### src/rtl/cpu_pkg.sv
// Shared CPU definitions: 8-bit alu op codes, 16-bit sequencer op codes
// and the sequencer state enum.
package cpu_pkg;

  localparam int unsigned DW = 8;

  localparam logic [3:0] ALU_ADD = 4'h0;
  localparam logic [3:0] ALU_ADC = 4'h1;
  localparam logic [3:0] ALU_SUB = 4'h2;
  localparam logic [3:0] ALU_SBC = 4'h3;

  typedef enum logic [1:0] {
    OP_ADD16 = 2'd0,
    OP_SUB16 = 2'd1,
    OP_INC16 = 2'd2,
    OP_DEC16 = 2'd3
  } op16_t;

  typedef enum logic [1:0] {
    ST_IDLE = 2'd0,
    ST_LOW  = 2'd1,
    ST_HIGH = 2'd2
  } state_t;

endpackage

### src/rtl/alu_seq16.sv
// alu_seq16: sequences a 16-bit add/sub/inc/dec as two byte passes through
// an external 8-bit alu (low byte, then high byte with carry chained).
// Optional feature: define ALU_SEQ16_ZERO16_EN to build the zero16 flag;
// otherwise zero16 is tied low.
module alu_seq16
  import cpu_pkg::*;
(
  input  logic          clk,
  input  logic          rst_n,
  input  logic          start,
  input  logic [1:0]    op16,
  input  logic [15:0]   a,
  input  logic [15:0]   b,
  output logic          busy,
  output logic          done,
  output logic [15:0]   result,
  output logic          carry,
  output logic          zero16,
  output logic [DW-1:0] alu_op1,
  output logic [DW-1:0] alu_op2,
  output logic [3:0]    alu_operation,
  output logic          alu_carry_in,
  input  logic [DW-1:0] alu_result,
  input  logic          alu_carry
);

  state_t        state, state_nxt;
  op16_t         op_q;
  logic [15:0]   a_q, b_q;
  logic [15:0]   b_eff;
  logic [DW-1:0] lo_q;
  logic          carry_lo;
  logic          is_sub;
  logic          accept;

  assign accept = (state == ST_IDLE) && start;
  assign is_sub = (op_q == OP_SUB16) || (op_q == OP_DEC16);
  // INC/DEC are add/sub of one; b is never looked at for them
  assign b_eff  = ((op_q == OP_INC16) || (op_q == OP_DEC16)) ? 16'h0001 : b_q;
  assign busy   = (state != ST_IDLE);

  // state register
  always_ff @(posedge clk or negedge rst_n) begin
    if (!rst_n) state <= ST_IDLE;
    else        state <= state_nxt;
  end

  // next state and byte-pass alu drive
  always_comb begin
    state_nxt     = state;
    alu_op1       = '0;
    alu_op2       = '0;
    alu_operation = ALU_ADD;
    alu_carry_in  = 1'b0;
    case (state)
      ST_IDLE: if (start) state_nxt = ST_LOW;
      ST_LOW: begin
        state_nxt     = ST_HIGH;
        alu_op1       = a_q[7:0];
        alu_op2       = b_eff[7:0];
        alu_operation = is_sub ? ALU_SUB : ALU_ADD;
      end
      ST_HIGH: begin
        state_nxt     = ST_IDLE;
        alu_op1       = a_q[15:8];
        alu_op2       = b_eff[15:8];
        alu_operation = is_sub ? ALU_SBC : ALU_ADC;
        alu_carry_in  = carry_lo;
      end
      default: state_nxt = ST_IDLE;
    endcase
  end

  // operand capture; only an accepted start touches the latches
  always_ff @(posedge clk or negedge rst_n) begin
    if (!rst_n) begin
      a_q  <= '0;
      b_q  <= '0;
      op_q <= OP_ADD16;
    end else if (accept) begin
      a_q  <= a;
      b_q  <= b;
      op_q <= op16_t'(op16);
    end
  end

  // byte results; result/carry are only committed on the high pass so they
  // stay stable from one completion to the next
  always_ff @(posedge clk or negedge rst_n) begin
    if (!rst_n) begin
      lo_q     <= '0;
      carry_lo <= 1'b0;
      result   <= '0;
      carry    <= 1'b0;
      done     <= 1'b0;
    end else begin
      done <= 1'b0;
      if (state == ST_LOW) begin
        lo_q     <= alu_result;
        carry_lo <= alu_carry;
      end
      if (state == ST_HIGH) begin
        result <= {alu_result, lo_q};
        carry  <= alu_carry;
        done   <= 1'b1;
      end
    end
  end

`ifdef ALU_SEQ16_ZERO16_EN
  // zero flag from the stored low byte and the live high byte
  always_ff @(posedge clk or negedge rst_n) begin
    if (!rst_n)                 zero16 <= 1'b0;
    else if (state == ST_HIGH)  zero16 <= (lo_q == '0) && (alu_result == '0);
  end
`else
  assign zero16 = 1'b0;
`endif

endmodule

### config.mk
export PLATFORM = sky130hd
export DESIGN_NAME = alu_seq16
export DESIGN_NICKNAME = d
export VERILOG_FILES = /design/src/rtl/cpu_pkg.sv /design/src/rtl/alu_seq16.sv
export SDC_FILE = /design/constraint.sdc
export NUM_CORES = 1
export LEC_CHECK = 0
export ABC_AREA = 1
export CAP_MARGIN = 20
export CORE_UTILIZATION = 49
export CTS_BUF_LIST = sky130_fd_sc_hd__clkbuf_8
export CTS_CLUSTER_DIAMETER = 60
export DETAILED_ROUTE_END_ITERATION = 6
export PLACE_DENSITY = 0.87
export SKIP_CTS_REPAIR_TIMING = 1
export SYNTH_ARGS = -nofsm -noshare
export SYNTH_HDL_FRONTEND = slang
export SYNTH_SLANG_ARGS = --single-unit
### constraint.sdc
create_clock -name clk -period 1.8 [get_ports clk]
set_input_delay 0.27 -clock clk [delete_from_list [all_inputs] [get_ports clk]]
set_output_delay 0.27 -clock clk [all_outputs]
set_load 0.01 [all_outputs]
==> results.txt, run 1 <==
----------------------------------------------------
[Timing]
  Max Transition Viols Final ... 0
  Max Clock Skew ... 0.00526 ns
  Setup TNS after final layout ... -0.0329 ns
  Minimum period implied by the final worst setup slack ... 1.82 ns
  Crit share post-route ... 1.01
  Maximum achievable frequency ... 548 MHz
  Slew margin rel. ... 0.629
  Setup WS post-layout ... -0.0236 ns
  Fin. Hold Viols ... 0
  Final Setup Violations ... 4
  Pin slew with the least headroom to its limit ... 0.556 ns
  RSZ-0062 raised after global routing ... true

[Worst hold path]
  Hold Path Cell Cnt ... 3
  Hold/Removal Path Class ... input port to flop

[Routing]
  Drt first-iter violations ... 133
  DRT Pass-1 Iters ... 4
  Post-route ant nets ... 0
  Via-per-instance ratio ... 5.02
  Wire length per cell after detailed routing ... 14.2 µm
  Via count of the routed design ... 2541
  Routed WL ... 7.21 mm
  DRC violation count after routing ... 0

[GRT]
  Peak-usage layer in the global routing report ... met2
  Grt total ovfl ... 0
  First-pass GRT wire length ... 11.5 mm
  Met2 routing resource usage after global routing ... 0.392
  Vias in the first global route ... 2522
  Largest net degree at the start of global routing ... 35
  Number of antenna violations at the first check in global routing ... 0
  Met3 usage ... 0.0617
  Global routing usage on met1 ... 0.307
  Overall track demand over capacity in global routing ... 0.243

[Clock tree]
  Number of buffers created by CTS ... 9
  Number of buffers on the longest clock path ... 2
  CTS tree ... built
  Clock latency on the worst-skew pair ... 0.34 ns
  Library cell used as clock root buffer ... sky130_fd_sc_hd__clkbuf_8
  Level count of the clock H-tree ... 3
  Sinks on the clock net ... 63
  Clock transition at the registers of the reported paths ... 0.06 ns

[Finish]
  Area overhead of the layout relative to synthesis ... 37.5%
  Antenna cell count ... 0
  Share of the core filled with cells in the final layout ... 0.718
  Final non-filler cell area ... 4070 µm²
  Most frequent standard cell in the layout excluding fill and tap cells ... sky130_fd_sc_hd__nand2_1
  FILL cells ... 428
  Share of post-route cells with drive strength above 1 ... 0.198
  Nets ... 480
  Most frequent cells in the layout ... sky130_fd_sc_hd__nand2_1, sky130_fd_sc_hd__dfrtp_1, sky130_fd_sc_hd__clkdlybuf4s50_1, sky130_fd_sc_hd__inv_1, sky130_fd_sc_hd__nand3_2

[Die]
  Effective utilization at floorplan ... 0.522
  Die extent in y ... 79.8 µm
  Horiz. Die Dim ... 79.8 µm
  Top Ports ... 87
  Die Outline Area ... 6360 µm²
  Floorplan row count ... 27
  Floorplan Core Area ... 5680 µm²

[Logic synthesis]
  Arithmetic-cell share of the synthesized area counting full adders, half adders and majority gates ... 0.0211
  Area fraction in compound gates after synthesis ... 0.0693
  Largest cells by area after synthesis ... sky130_fd_sc_hd__dfrtp_1, sky130_fd_sc_hd__nand2_1, sky130_fd_sc_hd__nand3_2
  Cell area after synthesis ... 2960 µm²
  Top cell type by total area after synthesis ... sky130_fd_sc_hd__dfrtp_1
  Synthesized area per cell ... 8.71 µm²
  Area share of the largest cell type after synthesis ... 0.532
  Multiplexer share of the synthesized area ... 0
  FF+latch count, synth ... 63
  Dominant combinational cell family by area after synthesis ... simple AND/OR/NAND/NOR gates
  Simple-gate share of the synthesized area ... 0.277
  Xor/xnor share of the synthesized area ... 0
  Count of unique library cells instantiated by Yosys ... 17
  Share of synthesized area occupied by flip-flops and latches ... 0.532
  Number of instances in the synthesized netlist ... 340
  Yosys warning total ... 0

[Outcome]
  Failing checks ... setup timing
  Outcome ... finished with violations

[Power]
  Lkg Pwr ... 2.03 nW
  PD cells ... 1710 nW/µm²
  Worst VDD drop ... 1070 µV

[Setup path]
  Sort of element at the end of the critical path ... output pin
  Worst Reg2Reg Path Length in Cells ... 6
  Arrival time of the worst setup path ... 1.55 ns
  Nature of the critical path startpoint ... flop
  Setup Crit Path Kind ... flop to output pin
  Crit Path Max Fanout ... 7
  Worst Path Required ... 1.53 ns

[Placement]
  Number of buffers inserted by port buffering ... 83
  Place WS ... -0.120 ns
  Global placer's final weighted congestion ... 0.875
  HPWL reported at the end of detailed placement ... 4.92 mm
  Placed instance area ... 3850 µm²

[Job]
  Number of max-capacitance violations reported ... 0

----------------------------------------------------
-- logic make-up after synthesis --
logic type | count (synthesis)
simple gates | 178
fa+ha+maj | 5
buf+inv | 52
flops | 63
other cells | 1
compound gates | 41
-- sequential cells by signal, indices dropped and copies added (netlist names) --
name and flops:
result 16, carry 1, lo_q 8, a_q 16, b_q 16, op_q 2, carry_lo 1, state 2
done 1
-- metrics by stage --
| step | std cells | hold slack, ns | power (mW) |
|---|---|---|---|
| 6_report | 506 | 0.383 | 6.96 |
| 3_5_place_dp | 488 | 0.288 | 5.59 |
| 3_3_place_gp | 488 | 0.282 | 5.43 |
| 5_1_grt | 506 | 0.382 | 7.48 |
| 2_1_floorplan | 342 | -0.0256 | 4.33 |
| 4_1_cts | 504 | -0.0771 | 6.89 |
-- synthesized netlist by cell type (all sizes together) --
library cell	number
nand3	36
conb	1
clkinv	1
inv	27
o21ai	18
ha	5
nor2	11
dfrtp	63
a21oi	23
buf	24
nand2	131
-- final timing paths --
path	from	to	slack, ns
setup / recovery	state[1]	alu_op2[0]	-0.02
hold / removal	start	a_q[7]	0.38
setup reg to reg	state[0]	a_q[5]	0.19
hold reg to reg	b_q[14]	b_q[14]	0.48
max in group asynchronous	rst_n	done	0.68
min in group asynchronous	rst_n	result[1]	0.46
-- area by class of cell --
class                      count  area [µm²]  area share
timing repair buffer         100         922       0.226
tap                           72        90.1      0.0221
clock buffer                  12         165      0.0405
multi-input combinational    227        1170       0.287
inverter                      28         108      0.0264
clock inverter                 4        43.8      0.0107
sequential                    63        1580       0.387
-- worst max-delay path, cell delays in order, from the launching register on --
cell and delay [ns]:
sky130_fd_sc_hd__dfrtp_1 0.38, sky130_fd_sc_hd__buf_4 0.15, sky130_fd_sc_hd__ha_4 0.17, sky130_fd_sc_hd__buf_6 0.13, sky130_fd_sc_hd__nand2_1 0.08, sky130_fd_sc_hd__inv_1 0.04, sky130_fd_sc_hd__nand2_1 0.05, sky130_fd_sc_hd__nand2_1 0.06
sky130_fd_sc_hd__buf_2 0.14
-- routing by layer --
layer | share of wire | up-vias
li1 | - | 1230
met2 | 0.52 | 98
met3 | 0.055 | 8
met4 | 0.012 | 0
met5 | 0 | -
met1 | 0.42 | 1205
-- report_power, final --
part           leakage (nW)  switching (mW)  internal, mW  total, mW
clock network         0.114           0.519         0.743       1.26
registers             0.771           0.378          2.11       2.49
logic                  1.14            1.83          1.38       3.21
Power figures use the tool's default switching activity.
==> inputs of run 2 (changes only) <==
--- a/config.mk
+++ b/config.mk
@@ -13,6 +13,7 @@
 export DETAILED_ROUTE_END_ITERATION = 6
 export PLACE_DENSITY = 0.87
 export SKIP_CTS_REPAIR_TIMING = 1
+export SKIP_LAST_GASP = 1
 export SYNTH_ARGS = -nofsm -noshare
 export SYNTH_HDL_FRONTEND = slang
 export SYNTH_SLANG_ARGS = --single-unit
==> constraint.sdc (replaced) <==
create_clock -name clk -period 1.7 [get_ports clk]
set_input_delay 0.255 -clock clk [delete_from_list [all_inputs] [get_ports clk]]
set_output_delay 0.255 -clock clk [all_outputs]
set_load 0.01 [all_outputs]
==> results.txt, run 2 (synthesis results as in run 1) <==
----------------------------------------------------
[Placement]
  Placed instance area ... 3850 µm² (about the same)
  Place WS ... -0.280 ns (was -0.120 ns)
  Global placer's final weighted congestion ... 0.870 (was 0.875)
  HPWL reported at the end of detailed placement ... 5.10 mm (was 4.92 mm)
  Inst Count DP ... 490 (was 488)
  Number of buffers inserted by port buffering ... 83 (unchanged)

[Clock tree]
  Library cell used as clock root buffer ... sky130_fd_sc_hd__clkbuf_8 (unchanged)
  Clock transition at the registers of the reported paths ... 0.07 ns (was 0.06 ns)
  Number of buffers created by CTS ... 9 (unchanged)
  Number of buffers on the longest clock path ... 2 (unchanged)
  CTS tree ... built (unchanged)
  Clock latency on the worst-skew pair ... 0.34 ns (about the same)
  Sinks on the clock net ... 63 (unchanged)
  Level count of the clock H-tree ... 3 (unchanged)

[Setup path]
  Sort of element at the end of the critical path ... output pin (unchanged)
  Arrival time of the worst setup path ... 1.57 ns (was 1.55 ns)
  Crit Path Max Fanout ... 6 (was 7)
  Worst Path Required ... 1.44 ns (was 1.53 ns)
  Setup Crit Path Kind ... flop to output pin (unchanged)
  Nature of the critical path startpoint ... flop (unchanged)

[Timing]
  Minimum period implied by the final worst setup slack ... 1.82 ns
  Max Transition Viols Final ... 0 (unchanged)
  Final Setup Violations ... 17 (was 4)
  Crit share post-route ... 1.07
  Setup TNS after final layout ... -1.43 ns (was -0.0329 ns)
  RSZ-0062 raised after global routing ... true (unchanged)
  Max Clock Skew ... 0.00659 ns (was 0.00526 ns)
  Final worst hold slack ... 0.380 ns (was 0.383 ns)
  Fin. Hold Viols ... 0 (unchanged)
  Maximum achievable frequency ... 548 MHz
  Setup WS post-layout ... -0.123 ns (was -0.0236 ns)

[Die]
  Die Outline Area ... 6360 µm² (unchanged)
  Top Ports ... 87 (unchanged)
  Die extent in y ... 79.8 µm (unchanged)
  Effective utilization at floorplan ... 0.522 (unchanged)
  Horiz. Die Dim ... 79.8 µm (unchanged)
  Floorplan Core Area ... 5680 µm² (unchanged)
  Floorplan row count ... 27 (unchanged)

[Finish]
  Final non-filler cell area ... 4090 µm² (was 4070 µm²)
  Most frequent standard cell in the layout excluding fill and tap cells ... sky130_fd_sc_hd__nand2_1 (unchanged)
  Area overhead of the layout relative to synthesis ... 38.0% (was 37.5%)
  FILL cells ... 432 (was 428)
  Antenna cell count ... 0 (unchanged)
  Share of post-route cells with drive strength above 1 ... 0.226 (was 0.198)
  Biggest registers after layout ... a_q: 16 flops, b_q: 16 flops, result: 16 flops (unchanged)
  Final Instance Count excl. Fillers ... 510 (was 506)
  Nets ... 484 (was 480)
  Most frequent cells in the layout ... sky130_fd_sc_hd__nand2_1, sky130_fd_sc_hd__dfrtp_1, sky130_fd_sc_hd__clkdlybuf4s50_1, sky130_fd_sc_hd__inv_1, sky130_fd_sc_hd__nand3_2 (unchanged)

[Routing]
  Via-per-instance ratio ... 5.09 (was 5.02)
  Routed WL ... 7.35 mm (was 7.21 mm)
  DRC violation count after routing ... 0 (unchanged)
  Via count of the routed design ... 2594 (was 2541)
  DRT Pass-1 Iters ... 4 (unchanged)
  Wire length per cell after detailed routing ... 14.4 µm (was 14.2 µm)
  Drt first-iter violations ... 162 (was 133)
  Post-route ant nets ... 0 (unchanged)

[Worst hold path]
  Hold/Removal Path Class ... input port to flop (unchanged)

[Power]
  PD cells ... 1800 nW/µm² (was 1710 nW/µm²)
  Lkg Pwr ... 2.02 nW (was 2.03 nW)
  Worst VDD drop ... 1000 µV (was 1070 µV)

[GRT]
  Number of antenna violations at the first check in global routing ... 0 (unchanged)
  Overall track demand over capacity in global routing ... 0.244 (was 0.243)
  Grt total ovfl ... 0 (unchanged)
  Largest net degree at the start of global routing ... 39 (was 35)
  First-pass GRT wire length ... 11.6 mm (was 11.5 mm)
  Vias in the first global route ... 2543 (was 2522)

[Job]
  Number of max-capacitance violations reported ... 0 (unchanged)

[Outcome]
  Failing checks ... setup timing (unchanged)
  Outcome ... finished with violations (unchanged)

----------------------------------------------------
[run 2: changes by cell type in the layout (fill, tap and decap cells not counted), moves of 3 or more]
cell and change:
sky130_fd_sc_hd__a21oi_1 -3, sky130_fd_sc_hd__a21oi_2 +3, sky130_fd_sc_hd__buf_4 +4, sky130_fd_sc_hd__nand2_1 -5
sky130_fd_sc_hd__clkbuf_2 +5, sky130_fd_sc_hd__buf_2 -3, sky130_fd_sc_hd__nand2_2 +4
[run 2: worst paths after layout]
| path | to | start | slack, ns | cells past startpoint |
|---|---|---|---|---|
| worst min register to register | a_q[1] | a_q[1] | 0.48 | 2 |
| min in group asynchronous | result[6] | rst_n | 0.39 | 2 |
| worst max-delay path | alu_op1[0] | state[0] | -0.12 | 6 |
| worst min-delay path | b_q[2] | start | 0.38 | 3 |
| max in group asynchronous | a_q[12] | rst_n | 0.73 | 3 |
| worst max register to register | a_q[5] | state[0] | 0.16 | 6 |
[run 2: area by class of cell]
| cell class | instances | area (µm²) | area share |
|---|---|---|---|
| Sequential cell | 63 | 1580 | 0.385 |
| Multi-Input combinational cell | 227 | 1200 | 0.293 |
| Timing Repair Buffer | 104 | 928 | 0.227 |
| Clock buffer | 10 | 138 | 0.0336 |
| Inverter | 28 | 108 | 0.0263 |
| Tap cell | 72 | 90.1 | 0.0220 |
| Clock inverter | 6 | 52.6 | 0.0128 |
[run 2: where the power goes]
part,internal (mW),switching (mW),total [mW]
logic,1.52,1.96,3.47
registers,2.23,0.416,2.65
clock network,0.698,0.550,1.25
total,4.45,2.92,7.37
[run 2: routing by layer]
metal | GRT usage | up-vias | wire [µm]
met3 | 0.0514 | 12 | 393
met5 | 0 | - | 0
met1 | 0.295 | 1237 | 3050
li1 | - | 1244 | -
met2 | 0.415 | 101 | 3770
met4 | 0.116 | 0 | 135
[run 2: critical path: stages, from the launching register on]
cell and delay [ns]:
sky130_fd_sc_hd__dfrtp_1 0.41, sky130_fd_sc_hd__inv_2 0.13, sky130_fd_sc_hd__ha_4 0.17, sky130_fd_sc_hd__buf_6 0.14, sky130_fd_sc_hd__nand2_2 0.06, sky130_fd_sc_hd__a21oi_2 0.16, sky130_fd_sc_hd__buf_2 0.15
[run 2: through the flow]
step	power, mW	utilization
after floorplan	4.58	-
after global placement	5.77	0.678
after detailed placement	5.93	0.678
after CTS	7.20	0.712
after global routing	7.87	0.721
final	7.37	0.721
